==> src/rtl/bus_drvr_fifo_array.sv <==
// Per-terminal source FIFO array: one first-word-fall-through FIFO per (bus, driver) channel,
// with occupancy, sticky overflow/underflow flags and a per-channel delivery monitor.
module bus_drvr_fifo_array #(
  parameter int bits     = 1,
  parameter int drvrs    = 4,
  parameter int pckg_sz  = 16,
  parameter int depth    = 8,
  parameter int ovf_mode = 0,
  localparam int N  = bits * drvrs,
  localparam int CW = $clog2(depth + 1)
) (
  input  logic                 clk,
  input  logic                 reset,
  input  logic [N-1:0]         fifo_wr,
  input  logic [N*pckg_sz-1:0] fifo_wdata,
  output logic [N-1:0]         pndng,
  input  logic [N-1:0]         pop,
  output logic [N*pckg_sz-1:0] D_pop,
  input  logic [N-1:0]         push,
  input  logic [N*pckg_sz-1:0] D_push,
  output logic [N*CW-1:0]      count,
  output logic [N-1:0]         ovf,
  output logic [N-1:0]         udf,
  input  logic                 clr_flags,
  output logic [N*pckg_sz-1:0] last_push,
  output logic [N*16-1:0]      push_cnt
);

  localparam int PW = $clog2(depth);

  function automatic logic [PW-1:0] inc_ptr(input logic [PW-1:0] p);
    inc_ptr = (p == PW'(depth - 1)) ? '0 : p + 1'b1;
  endfunction

  for (genvar ch = 0; ch < N; ch++) begin : g_ch
    logic [pckg_sz-1:0] mem [depth];
    logic [PW-1:0]      head, tail;
    logic [CW-1:0]      cnt;
    logic               ovf_q, udf_q;
    logic [pckg_sz-1:0] lp_q;
    logic [15:0]        pc_q;
    logic               full, empty, do_pop, wr_ok, adv_head, ovf_set, udf_set;

    assign empty    = (cnt == '0);
    assign full     = (cnt == CW'(depth));
    assign do_pop   = pop[ch] && !empty;
    // A write into a full FIFO lands only if a pop frees a slot or overwrite is enabled.
    assign wr_ok    = fifo_wr[ch] && (!full || do_pop || (ovf_mode != 0));
    assign adv_head = do_pop || (wr_ok && full);
    assign ovf_set  = fifo_wr[ch] && full && !do_pop;
    assign udf_set  = pop[ch] && empty;

    always_ff @(posedge clk or posedge reset) begin
      if (reset) begin
        head  <= '0;
        tail  <= '0;
        cnt   <= '0;
        ovf_q <= 1'b0;
        udf_q <= 1'b0;
        lp_q  <= '0;
        pc_q  <= '0;
      end else begin
        if (wr_ok)    tail <= inc_ptr(tail);
        if (adv_head) head <= inc_ptr(head);
        if (wr_ok && !adv_head)      cnt <= cnt + 1'b1;
        else if (!wr_ok && adv_head) cnt <= cnt - 1'b1;
        ovf_q <= ovf_set || (ovf_q && !clr_flags);
        udf_q <= udf_set || (udf_q && !clr_flags);
        if (push[ch]) begin
          lp_q <= D_push[ch*pckg_sz +: pckg_sz];
          pc_q <= pc_q + 16'd1;
        end
      end
    end

    // Storage is intentionally not reset; D_pop masking hides stale entries.
    always_ff @(posedge clk) begin
      if (wr_ok) mem[tail] <= fifo_wdata[ch*pckg_sz +: pckg_sz];
    end

    assign pndng[ch]                     = !empty;
    assign D_pop[ch*pckg_sz +: pckg_sz]  = empty ? '0 : mem[head];
    assign count[ch*CW +: CW]            = cnt;
    assign ovf[ch]                       = ovf_q;
    assign udf[ch]                       = udf_q;
    assign last_push[ch*pckg_sz +: pckg_sz] = lp_q;
    assign push_cnt[ch*16 +: 16]         = pc_q;
  end

endmodule
==> config.mk <==
export PLATFORM = sky130hd
export DESIGN_NAME = bus_drvr_fifo_array
export DESIGN_NICKNAME = d
export VERILOG_FILES = /design/src/rtl/bus_drvr_fifo_array.sv
export SDC_FILE = /design/constraint.sdc
export NUM_CORES = 1
export LEC_CHECK = 0
export ABC_CLOCK_PERIOD_IN_PS = 12600
export CAP_MARGIN = 30
export CORE_AREA = 2 2 188 375
export DETAILED_ROUTE_END_ITERATION = 7
export DIE_AREA = 0 0 190 377
export DONT_BUFFER_PORTS = 1
export GPL_TIMING_DRIVEN = 0
export PLACE_DENSITY = 0.53
export REMOVE_ABC_BUFFERS = 1
export SLEW_MARGIN = 20
export SYNTH_ARGS = -nofsm -noshare
export SYNTH_HDL_FRONTEND = slang
export SYNTH_SLANG_ARGS = --single-unit
==> constraint.sdc <==
create_clock -name clk -period 12.6 [get_ports clk]
set_input_delay 1.89 -clock clk [delete_from_list [all_inputs] [get_ports clk]]
set_output_delay 1.89 -clock clk [all_outputs]
set_load 0.03 [all_outputs]
Word level (Yosys, flattened, before mapping). Memories as Yosys holds them, arrays and structs flattened. Cells that the tools add are included.

Muxes and demuxes: 28. Equal/unequal tests: 12. Reduce and logical (&&, ||, !) cells: 85. Add/sub/neg operators: 20.

Operator list (count): $add A16 B1 Y16 const B (4); $mux W16 (4); $logic_and A1 B1 Y1 (40); $mux W4 (8); $add A3 B1 Y3 const B (8); $eq A3 B3 Y1 const B (8); $mux W3 (8); $logic_not A1 Y1 (21); $add A4 B1 Y4 const B (4); $eq A4 B4 Y1 const B (4); $logic_not A4 Y1 (4); $logic_or A1 B1 Y1 (16); $sub A4 B1 Y4 const B (4); $mux W1 (8); $reduce_bool A2 Y1 (4).

Memories: 4. Output and inout port bits: 220. Bits in writable memories: 512. Register bits after elaboration: 176. Word-level logic and storage cells: 177.

Memory list: g_ch[0].mem (depth 8, bits a word 16, rd ports 1, clocked after memory_dff 0, write ports 1, RTL line 36) `logic [pckg_sz-1:0] mem [depth];`; g_ch[1].mem (depth 8, bits a word 16, rd ports 1, clocked after memory_dff 0, write ports 1, RTL line 36); g_ch[2].mem (depth 8, bits a word 16, rd ports 1, clocked after memory_dff 0, write ports 1, RTL line 36); g_ch[3].mem (depth 8, bits a word 16, rd ports 1, clocked after memory_dff 0, write ports 1, RTL line 36).

Longest topological paths before layout. Gate-level depths: netlist (run 1).

Depth after elaboration: 10. Gate-level depth with buffers: 11. Gate-level depth less buffers: 11.

Least setup slack after synthesis (run 1). OpenSTA, ideal clock, no wires.

Path type: input -> register. Start point: input pop[3]. End point: memory g_ch[3].mem[0][0], enable pin. Cell stages on the path: 3. Path buffers: 0. Setup slack: 8456 ps. Setup time: 430 ps. Arrival: 3714 ps. Path through: nand2b_1 o21ai_2 nor4_1.

Cells in the longest elaborated chain, start to end: 5.

Ends and longest elaborated chain: start: declaration (RTL line 17) `input logic [N-1:0] pop,`; $logic_and A1 B1 Y1 (RTL line 46) `assign do_pop = pop[ch] && !empty;`; $logic_or A1 B1 Y1 (RTL line 48) `assign wr_ok = fifo_wr[ch] && (!full || do_pop || (ovf_mode != 0));`; $logic_and A1 B1 Y1 (RTL line 48); $mux W1 (RTL line 78) `if (wr_ok) mem[tail] <= fifo_wdata[ch*pckg_sz +: pckg_sz];`; $mux W1 (implied by the code) (RTL line 78); end: declaration (RTL line 36).

Every way passes these cells.

Worst setup path in the final report (run 1).
Start point: register g_ch[2].head[0]. End point: output D_pop[47].

Cells in the longest elaborated chain, start to end: 2.

Ends and longest elaborated chain: start: declaration (RTL line 37) `logic [PW-1:0] head, tail;`; start signal: assignment (RTL line 64) `if (adv_head) head <= inc_ptr(head);`; $mem_v2 Z8 W16; $mux W16 (RTL line 82) `assign D_pop[ch*pckg_sz +: pckg_sz] = empty ? '0 : mem[head];`; end: declaration (RTL line 18) `output logic [N*pckg_sz-1:0] D_pop,`.

Every way passes these cells.

==> impl_metrics.csv, run 1 <==
group,metric,value,unit
clock_network,clk_path_buf_depth,3,
worst_hold_path,hold_path.class,"reg2reg",
place,dp.cells,2350,
routing,drt_drc_violations_left,0,
global_route,number_of_global_route_vias_before_repair,14400,
critical_path,worst-endpoint-required,10.71,ns
layout,sequential_cell_area,19800,um^2
clock_network,cts_tree,"built",
global_route,grt.total_usage,0.166,
floorplan,floorplan.io_pins,363,
timing,finalWorstPathRequiredPeriod,4.53,ns
critical_path,critical_path_class,"reg2out",
routing,drt_pass1_iterations,5,
routing,num_vias,13200,
timing,fin_crit_sh,0.360,
layout,final_util,0.450,
synthesis,yosysMostFrequentCell,"edfxtp_1",
timing,unrepaired_setup_endpoints_after_global_routing,"false",
clock_network,post_cts_resized,0,
timing,setup_failing_eps_final,0,
layout,layout.nets,1693,
clock_network,count_of_clock_tree_sinks,688,
synthesis,synth_enable_flop_cells,512,
critical_path,timing.critical_path.fanout_max,35,
timing,slew_headroom,0.486,
synthesis,syn_inst,1469,
synthesis,yosys.area.top_type_share,0.562,
synthesis,yosys_warnings,0,
critical_path,cp_slowest_stage_delay,0.89,ns
timing,finalHoldViolations,0,
critical_path,critical_path.slowest_cell,"dfrtp_4",
clock_network,path_clk_slew,0.07,ns
layout,syn_to_final_growth,12.8,%
job,number_of_violations_of_the_max_capacitance_limit,0,
status,run_status,"complete, no violations",
floorplan,start_util,0.399,
timing,setup_total_negative_slack,0,ns
synthesis,synth-async-reset-ratio,0.256,
global_route,grt_first_pass_wirelength,89400,um
global_route,initial_antenna_violation_count,4,
routing,drt-total-wl,59300,um
layout,final_layout_size_suffix_gt1_frac,0.261,
timing,maximum_achievable_frequency,221,MHz
critical_path,cells_along_the_critical_path,"mux4_2, mux2i_1, nor2_1",
synthesis,yosysSeqAreaShare,0.723,
clock_network,cts-root-buf,"clkbuf_16",
layout,multiInputGateArea,7370,um^2
clock_network,ctsHoldBuffers,0,
critical_path,worst-endpoint-arrival,2.64,ns
routing,detail_route.iter0.violations,675,
synthesis,synth.avg_cell_area,18.6,um^2
synthesis,synthTopCellsByArea,"edfxtp_1 (56%), dfrtp_1 (16%), mux4_2 (11%)",
layout,fillers,5911,
routing,avgViaCountPerCell,5.38,
floorplan,core_area,68600,um^2
clock_network,cts_inserted_buffers,59,
critical_path,startpoint_type,"register",
routing,routed_wire_length_per_instance,24.1,um
routing,postRouteAntennaNets,0,
synthesis,synth_top_cell_by_area,"edfxtp_1",
timing,clock_skew,0.0155,ns
clock_network,postCtsSetupRepairBufs,0,
global_route,grt_max_degree,100,
critical_path,cp_endpoint_kind,"output pin",
pwr,power_leakage,10.9,nW
timing,tightest_slew,0.768,ns
floorplan,die_h,377,um
floorplan,core.rowCount,136,
synthesis,most_instantiated_flip_flop_cell_in_the_synthesis_netlist,"edfxtp_1",
floorplan,die_width,190,um
pwr,p_per_area,238,nW/um^2
place,globalplace.congestion,0.717,
clock_network,insertion_delay,0.60,ns
synthesis,synthesis.area,27400,um^2
layout,layoutNonFillerInstCount,2462,
place,post-dp-hpwl,40900,um
clock_network,cts-htree-levels,2,
timing,final-max-slew-violation-count,0,
floorplan,floorplan.die_area,71600,um^2
global_route,grt_remaining_overflow,0,
synthesis,post_synth_num_cell_types,42,
place,numPortBuffers,0,
pwr,power.ir.vdd_worst,0.215,mV
synthesis,yosys_register_bits,688,
synthesis,yosys-top-cells-count,"edfxtp_1 (512), dfrtp_1 (176), mux4_2 (128), nor2_1 (105), mux2_2 (83)",
timing,whs,0.552,ns
[critical path, delay by kind of cell (launching register included)]
kind | cells | cell delay, ns
muxes | 2 | 0.91
and+or+nand+nor | 1 | 0.24
DFF | 1 | 0.89
[layout make-up]
class                      instances  area share
sequential                       688       0.641
clock inverter                    35      0.0120
clock buffer                      74      0.0513
inverter                          19     0.00255
timing repair buffer              48      0.0174
multi-input combinational        698       0.239
antenna                            3    0.000243
tap                              897      0.0364
[cell families (layout without fill, tap and decap cells)]
family                     Yosys count  in the layout  share of synthesized area
xor gates and xnor gates            68             68                     0.0218
and+or+nand+nor                    270            270                     0.0477
adders and majority gates           36             36                     0.0176
AOI/OAI and AO/OA                   47             47                     0.0123
DFF                                688            688                      0.723
muxes                              277            277                      0.164
other                                0              3                          0
buffers and inverters               83            176                     0.0144
[per-stage QoR]
| step | setup WS (ns) | instance area, um^2 | total power, W |
|---|---|---|---|
| 2_1_floorplan | 5.94 | 27000 | 0.00492 |
| 3_3_place_gp | 3.76 | 28200 | 0.00548 |
| 3_5_place_dp | 8.10 | 28900 | 0.00563 |
| 4_1_cts | 7.94 | 30900 | 0.00748 |
| 5_1_grt | 7.94 | 30900 | 0.00772 |
| 6_report | 8.07 | 30900 | 0.00735 |
[sequential cells by signal, indices dropped and copies added, names as in the netlist]
register    count
g_ch.mem      512
g_ch.lp_q      64
g_ch.pc_q      64
g_ch.cnt       16
g_ch.head      12
g_ch.tail      12
g_ch.ovf_q      4
g_ch.udf_q      4
[path summary, 6_finish.rpt]
check / endpoint / slack [ns] / cells past startpoint / startpoint
min in group asynchronous: g_ch[1].lp_q[13]$_DFFE_PP0P_ / 1.19 / 1 / reset
setup / recovery: D_pop[47] / 8.07 / 3 / g_ch[2].head[0]$_DFFE_PP0P_
max in group asynchronous: g_ch[1].lp_q[3]$_DFFE_PP0P_ / 10.46 / 2 / reset
hold / removal: g_ch[1].tail[0]$_DFFE_PP0P_ / 0.55 / 2 / g_ch[1].tail[0]$_DFFE_PP0P_
hold reg to reg: g_ch[1].tail[0]$_DFFE_PP0P_ / 0.55 / 2 / g_ch[1].tail[0]$_DFFE_PP0P_
setup reg to reg: g_ch[2].cnt[3]$_DFFE_PP0P_ / 8.76 / 10 / g_ch[2].cnt[0]$_DFFE_PP0P_
[where the power goes]
part	internal (W)	total [W]	switching, W
Sequential	0.00281	0.00343	0.000625
Clock	0.00104	0.00185	0.000814
Combinational	0.000850	0.00207	0.00122
[layout by cell type (no fill, tap or decap), types with 21 or more instances in the layout]
cell type / instances
buf_4: 21
clkbuf_16: 59
dfrtp_1: 165
edfxtp_1: 512
ha_1: 32
mux2_2: 83
mux2i_1: 66
mux4_2: 128
nand2_1: 58
nor2_1: 87
xnor2_1: 39
xor2_1: 29
[metal layers]
metal  up-vias  global-route usage  share of wire
li1       5811                   -              -
met1      6912               0.179           0.36
met2       430               0.309           0.54
met3        85              0.0482          0.079
met4         0              0.0540          0.027
met5         -                   0              0
(Power assumes the default switching activity.)
==> run 2: changes to the inputs <==
--- a/config.mk
+++ b/config.mk
@@ -5,11 +5,12 @@
 export SDC_FILE = /design/constraint.sdc
 export NUM_CORES = 1
 export LEC_CHECK = 0
-export ABC_CLOCK_PERIOD_IN_PS = 12600
+export ABC_AREA = 1
+export ABC_CLOCK_PERIOD_IN_PS = 4200
 export CAP_MARGIN = 30
-export CORE_AREA = 2 2 188 375
+export CORE_AREA = 2 2 196 391
 export DETAILED_ROUTE_END_ITERATION = 7
-export DIE_AREA = 0 0 190 377
+export DIE_AREA = 0 0 198 393
 export DONT_BUFFER_PORTS = 1
 export GPL_TIMING_DRIVEN = 0
 export PLACE_DENSITY = 0.53
==> constraint.sdc (replaced) <==
create_clock -name clk -period 4.2 [get_ports clk]
set_input_delay 0.63 -clock clk [delete_from_list [all_inputs] [get_ports clk]]
set_output_delay 0.63 -clock clk [all_outputs]
set_load 0.03 [all_outputs]
==> impl_metrics.csv, run 2 <==
group,metric,value,unit
critical_path,critical_path.slowest_cell,"inv_2",
pwr,clockPowerShare,0.242,
layout,largest-register,"g_ch.mem",
clock_network,path_clk_slew,0.07,ns
synthesis,post_synth_num_cell_types,30,
routing,drt-total-wl,70700,um
pwr,combinationalPowerShare,0.330,
layout,mostFrequentLayoutCells,"nand2_1 (736), nor2_1 (589), edfxtp_1 (512)",
synthesis,synthesis.area,29700,um^2
critical_path,worst-endpoint-required,3.57,ns
synthesis,synth_enable_flop_cells,512,
synthesis,yosys_register_bits,688,
critical_path,critPathCapture,"D_pop[6]",
synthesis,yosys_warnings,0,
floorplan,die_h,393,um
timing,unrepaired_setup_endpoints_after_global_routing,"false",
timing,tightest_slew,0.909,ns
critical_path,r2r.worst_path.cells,12,
critical_path,cp_endpoint_kind,"output pin",
synthesis,synth.avg_cell_area,10.1,um^2
critical_path,rr_endpoint,"g_ch[0].cnt[3]$_DFFE_PP0P_",
place,post-dp-hpwl,47100,um
global_route,grt_max_degree,98,
critical_path,startpoint_type,"register",
place,numPortBuffers,0,
floorplan,core_area,74800,um^2
clock_network,cts-root-buf,"clkbuf_16",
routing,drt_drc_violations_left,0,
floorplan,die_width,198,um
layout,layout.cell_area.non_filler,33200,um^2
clock_network,count_of_clock_tree_sinks,688,
critical_path,cp_slowest_stage_delay,0.67,ns
clock_network,cts_inserted_buffers,61,
clock_network,postCtsSetupRepairBufs,0,
global_route,grt.total_usage,0.178,
global_route,initial_antenna_violation_count,2,
critical_path,timing.critical_path.mode_cell,"nor2_1",
pwr,power_leakage,13.9,nW
layout,largest_register_ffs,512,
place,globalplace.congestion,0.799,
pwr,swShare,0.418,
synthesis,synthTopCellsByArea,"edfxtp_1 (52%), dfrtp_1 (15%), nand2_1 (9.3%)",
floorplan,floorplan.io_pins,363,
critical_path,origin_of_the_worst_setup_path,"g_ch[0].head[0]$_DFFE_PP0P_",
routing,routed_wire_length_per_instance,17.7,um
place,placedInstanceArea,31100,um^2
timing,slew_headroom,0.394,
timing,clock_skew,0.0257,ns
synthesis,yosysMostFrequentCell,"nand2_1",
synthesis,synth_top_cell_by_area,"edfxtp_1",
critical_path,reg2reg_slack,1.03,ns
layout,layout.nets,3111,
synthesis,most_instantiated_flip_flop_cell_in_the_synthesis_netlist,"edfxtp_1",
global_route,grt_first_pass_wirelength,107000,um
timing,finalHoldViolations,0,
routing,avgViaCountPerCell,4.95,
clock_network,cts-htree-levels,2,
global_route,grt_remaining_overflow,0,
floorplan,floorplan.die_area,77800,um^2
critical_path,critical_path_class,"reg2out",
routing,drt_pass1_iterations,5,
critical_path,cells_along_the_critical_path,"buf_16, inv_2, o21ai_0, nand2_1, nor2_1, nor2_1",
clock_network,insertion_delay,0.64,ns
pwr,internal-power,0.0138,W
timing,finalWorstPathRequiredPeriod,3.85,ns
clock_network,clk_path_buf_depth,3,
layout,final_layout_size_suffix_gt1_frac,0.0774,
status,run_status,"complete, no violations",
pwr,p_per_area,716,nW/um^2
timing,maximum_achievable_frequency,260,MHz
routing,detail_route.iter0.violations,989,
timing,final-max-slew-violation-count,0,
synthesis,syn_inst,2948,
critical_path,timing.critical_path.max_delay_family,"buffers and inverters",
synthesis,yosysSeqAreaShare,0.666,
timing,setup_total_negative_slack,0,ns
worst_hold_path,hold_path.class,"in2reg",
job,number_of_violations_of_the_max_capacitance_limit,0,
pwr,power.ir.vdd_worst,0.536,mV
pwr,sequentialPowerShare,0.428,
synthesis,yosys.area.top_type_share,0.517,
timing,setup_failing_eps_final,0,
critical_path,cp.buffers_inverters,2,
pwr,power.net_switching,0.00993,W
critical_path,worst-endpoint-arrival,3.22,ns
global_route,number_of_global_route_vias_before_repair,19900,
routing,postRouteAntennaNets,0,
critical_path,timing.critical_path.depth,6,
critical_path,critical_path.reg2reg.startpoint,"g_ch[0].cnt[0]$_DFFE_PP0P_",
clock_network,cts_tree,"built",
layout,mostFrequentLayoutCell,"nand2_1",
layout,largest_registers,"g_ch.mem (512), g_ch.lp_q (64), g_ch.pc_q (64)",
layout,final_util,0.444,
critical_path,timing.critical_path.fanout_max,69,
layout,syn_to_final_growth,11.7,%
timing,fin_crit_sh,0.916,
synthesis,synth-async-reset-ratio,0.256,
synthesis,yosys-top-cells-count,"nand2_1 (737), nor2_1 (613), edfxtp_1 (512), inv_1 (288), dfrtp_1 (176)",
routing,num_vias,19800,
floorplan,core.rowCount,142,
floorplan,start_util,0.397,
[run 2: cell type report]
class / instances / area [um^2]
well taps: 1008 / 1260
clock buffers: 75 / 1660
multi-input cells: 1837 / 8310
repair buffers: 42 / 598
fillers: 6862 / 41600
diodes: 2 / 5.00
inverters: 302 / 1140
flip-flops and latches: 688 / 19800
clock inverters: 40 / 408
[run 2: per-stage QoR]
stage	total power, W	setup slack, ns	hold slack (ns)	std cells
6_report	0.0238	0.351	0.0750	3994
5_1_grt	0.0253	0.166	0.0252	3994
4_1_cts	0.0241	0.276	0.0169	3992
3_5_place_dp	0.0183	0.983	0.394	3876
3_3_place_gp	0.0177	-3.66	0.559	3835
2_1_floorplan	0.0156	-1.20	0.516	2827
[run 2: how the worst min path moves through the flow]
stage | start | endpoint | slack, ns | cells past startpoint
2_1_floorplan | g_ch[2].tail[1]$_DFFE_PP0P_ | g_ch[2].tail[1]$_DFFE_PP0P_ | 0.52 | 2
3_3_place_gp | g_ch[2].tail[1]$_DFFE_PP0P_ | g_ch[2].tail[1]$_DFFE_PP0P_ | 0.56 | 2
3_5_place_dp | reset | g_ch[0].pc_q[10]$_DFFE_PP0P_ | 0.39 | 1
4_1_cts | push[0] | g_ch[0].pc_q[0]$_DFFE_PP0P_ | 0.02 | 1
5_1_grt | push[0] | g_ch[0].pc_q[0]$_DFFE_PP0P_ | 0.03 | 1
6_report | fifo_wdata[27] | g_ch[1].mem[2][11]$_DFFE_PP_ | 0.08 | 0
[run 2: power by group through the flow]
stage	Clock, W	Sequential (W)	Combinational [W]
after CTS	0.00589	0.0102	0.00800
after global routing	0.00613	0.0103	0.00884
after floorplan	0	0.0102	0.00544
after detailed placement	0	0.0103	0.00798
after global placement	0	0.0108	0.00692
final	0.00574	0.0102	0.00785
[run 2: repair_timing]
item / CTS / global route
endpoints found under the hold margin: 25 / 0
resized for setup: 0 / 0
hold buffers: 1 / 0
[run 2: kinds of logic (layout without fill, tap and decap cells)]
logic type               Yosys count  after routing  synth area share
other                              0              2                 0
adder cells (fa/ha/maj)           36             36            0.0162
flip-flops                       688            688             0.666
AND/OR/NAND/NOR                 1567           1567             0.209
buffers and inverters            423            459            0.0600
XOR/XNOR                          48             48            0.0141
AO/OA/AOI/OAI                    169            169            0.0288
multiplexers                      17             17           0.00644
[run 2: layer usage]
layer	up-vias	GRT usage	wire length, um
met5	-	0	0
met4	0	0.0759	2520
met3	167	0.0611	6500
met2	630	0.330	36400
met1	9499	0.180	25300
li1	9461	-	-
==> run 3: changes to the inputs <==
--- a/config.mk
+++ b/config.mk
@@ -9,6 +9,7 @@
 export ABC_CLOCK_PERIOD_IN_PS = 4200
 export CAP_MARGIN = 30
 export CORE_AREA = 2 2 196 391
+export CTS_CLUSTER_DIAMETER = 50
 export DETAILED_ROUTE_END_ITERATION = 7
 export DIE_AREA = 0 0 198 393
 export DONT_BUFFER_PORTS = 1
==> constraint.sdc (replaced) <==
create_clock -name clk -period 4.2 [get_ports clk]
set_input_delay 0.84 -clock clk [delete_from_list [all_inputs] [get_ports clk]]
set_output_delay 0.84 -clock clk [all_outputs]
set_load 0.03 [all_outputs]
==> impl_metrics.csv, run 3 (synthesized netlist as in run 2, its figures left out) <==
group,metric,value,unit
pwr,clockPowerShare,0.243,
timing,slew_headroom,0.386,
global_route,grt.total_usage,0.179,
place,post-dp-hpwl,47100,um
routing,avgViaCountPerCell,4.95,
floorplan,die_width,198,um
worst_hold_path,min_delay_path_depth,1,
clock_network,insertion_delay,0.63,ns
global_route,initial_antenna_violation_count,2,
timing,final-max-slew-violation-count,0,
worst_hold_path,hold_start,"push[1]",
worst_hold_path,min_to,"g_ch[1].pc_q[0]$_DFFE_PP0P_",
routing,num_vias,19800,
critical_path,worst-endpoint-required,3.36,ns
worst_hold_path,hold_path.class,"in2reg",
critical_path,r2r.worst_path.cells,11,
routing,drt-total-wl,70900,um
timing,finalWorstPathRequiredPeriod,3.82,ns
critical_path,critical_path_class,"reg2out",
floorplan,core_area,74800,um^2
routing,routed.top_layer,"met4",
critical_path,critical_path.reg2reg.startpoint,"g_ch[0].cnt[0]$_DFFE_PP0P_",
floorplan,floorplan.io_pins,363,
floorplan,floorplan.die_area,77800,um^2
clock_network,cts-root-buf,"clkbuf_16",
critical_path,timing.critical_path.fanout_max,49,
layout,mostFrequentLayoutCells,"nand2_1 (736), nor2_1 (589), edfxtp_1 (512)",
timing,clock_skew,0.0184,ns
routing,drt_drc_violations_left,0,
layout,layout.nets,3111,
layout,largest-register,"g_ch.mem",
pwr,combinationalPowerShare,0.330,
layout,largest_registers,"g_ch.mem (512), g_ch.lp_q (64), g_ch.pc_q (64)",
timing,maximum_achievable_frequency,262,MHz
pwr,power.ir.vdd_worst,0.660,mV
routing,routed_wire_length_per_instance,17.7,um
critical_path,reg2reg_slack,1.02,ns
global_route,grt_first_pass_wirelength,107000,um
critical_path,cp_endpoint_kind,"output pin",
routing,postRouteAntennaNets,0,
clock_network,path_clk_slew,0.07,ns
routing,detail_route.wirelength.met1,25300,um
global_route,grt_max_degree,98,
pwr,power_leakage,13.9,nW
timing,setup_failing_eps_final,0,
critical_path,worst-endpoint-arrival,2.98,ns
routing,drt_pass1_iterations,7,
pwr,sequentialPowerShare,0.427,
floorplan,die_h,393,um
routing,detail_route.iter0.violations,1004,
timing,finalHoldViolations,0,
pwr,power.net_switching,0.00993,W
floorplan,core.rowCount,142,
status,run_status,"complete, no violations",
layout,syn_to_final_growth,11.7,%
job,number_of_violations_of_the_max_capacitance_limit,0,
floorplan,start_util,0.397,
pwr,swShare,0.417,
clock_network,clk_path_buf_depth,3,
timing,unrepaired_setup_endpoints_after_global_routing,"false",
layout,largest_register_ffs,512,
layout,final_layout_size_suffix_gt1_frac,0.0774,
place,globalplace.congestion,0.799,
timing,whs,0.291,ns
clock_network,cts_tree,"built",
pwr,p_per_area,717,nW/um^2
layout,mostFrequentLayoutCell,"nand2_1",
clock_network,cts_inserted_buffers,61,
timing,tightest_slew,0.921,ns
pwr,internal-power,0.0139,W
global_route,grt_remaining_overflow,0,
clock_network,count_of_clock_tree_sinks,688,
pwr,post_route_total_power,0.0238,W
timing,fin_crit_sh,0.909,
critical_path,startpoint_type,"register",
routing,met3_routed_length,6560,um
global_route,number_of_global_route_vias_before_repair,19900,
critical_path,rr_endpoint,"g_ch[0].cnt[3]$_DFFE_PP0P_",
clock_network,postCtsSetupRepairBufs,0,
place,numPortBuffers,0,
routing,route.met2.wl,36500,um
clock_network,cts-htree-levels,2,
==> run 3: changes by cell type in the layout (fill, tap and decap cells not counted), sizes merged <==
cell,before,now
diode,2,3
clkinv,30,25
bufinv,6,7
clkinvlp,4,7
inv,302,301
clkbuf,75,76
==> run 3: worst max-delay path by stage <==
stage / startpoint / to / slack, ns / cells after the start
floorplan: reset / g_ch[0].cnt[0]$_DFFE_PP0P_ / -1.41 / 1
global placement: reset / g_ch[1].ovf_q$_DFF_PP0_ / -3.87 / 1
detailed placement: g_ch[0].head[0]$_DFFE_PP0P_ / D_pop[8] / 0.77 / 6
CTS: g_ch[0].head[0]$_DFFE_PP0P_ / D_pop[8] / 0.07 / 6
global route: g_ch[1].head[0]$_DFFE_PP0P_ / D_pop[27] / 0.08 / 5
finish: g_ch[1].head[0]$_DFFE_PP0P_ / D_pop[27] / 0.38 / 5
==> run 3: worst max-delay path, cell delays in order (launching register included) <==
cell and delay [ns]:
dfrtp_4 0.67, inv_2 0.72, o21ai_0 0.24, nand2_1 0.11
nor2_1 0.04, nor2_1 0.54
==> run 3: area by class of cell <==
type,instances,area (um^2)
clock inverters,38,412
repair buffers,42,598
clock buffers,76,1670
flip-flops and latches,688,19800
well taps,1008,1260
inverters,302,1150
diodes,3,7.51
multi-input cells,1837,8310
fillers,6853,41600
==> run 3: metrics by stage <==
stage               area (um^2)  cells  setup TNS, ns  utilization  setup WS, ns
floorplan                 29100   2827        -248.79            -         -1.41
global placement          30300   3835        -742.49        0.405         -3.87
detailed placement        31100   3876              0        0.416         0.773
CTS                       33200   3991              0        0.444        0.0695
global route              33200   3993              0        0.444        0.0784
finish                    33200   3994              0        0.444         0.382
==> run 3: power by group through the flow <==
stage               clock network [W]  registers, W  logic, W
floorplan                           0        0.0102   0.00544
global placement                    0        0.0108   0.00692
detailed placement                  0        0.0103   0.00798
CTS                           0.00595        0.0102   0.00800
global route                  0.00620        0.0103   0.00884
finish                        0.00578        0.0102   0.00785
==> run 3: metal layers <==
metal	GRT usage	up-vias
met1	0.182	9553
met4	0.0782	0
met5	0	-
met3	0.0619	143
met2	0.329	624
li1	-	9470
==> run 3: timing repair <==
| action | CTS | global route |
|---|---|---|
| resized for setup | 0 | 4 |
| endpoints found under the setup margin | 0 | 3 |
| endpoints found under the hold margin | 8 | 0 |
| hold buffers | 1 | 0 |
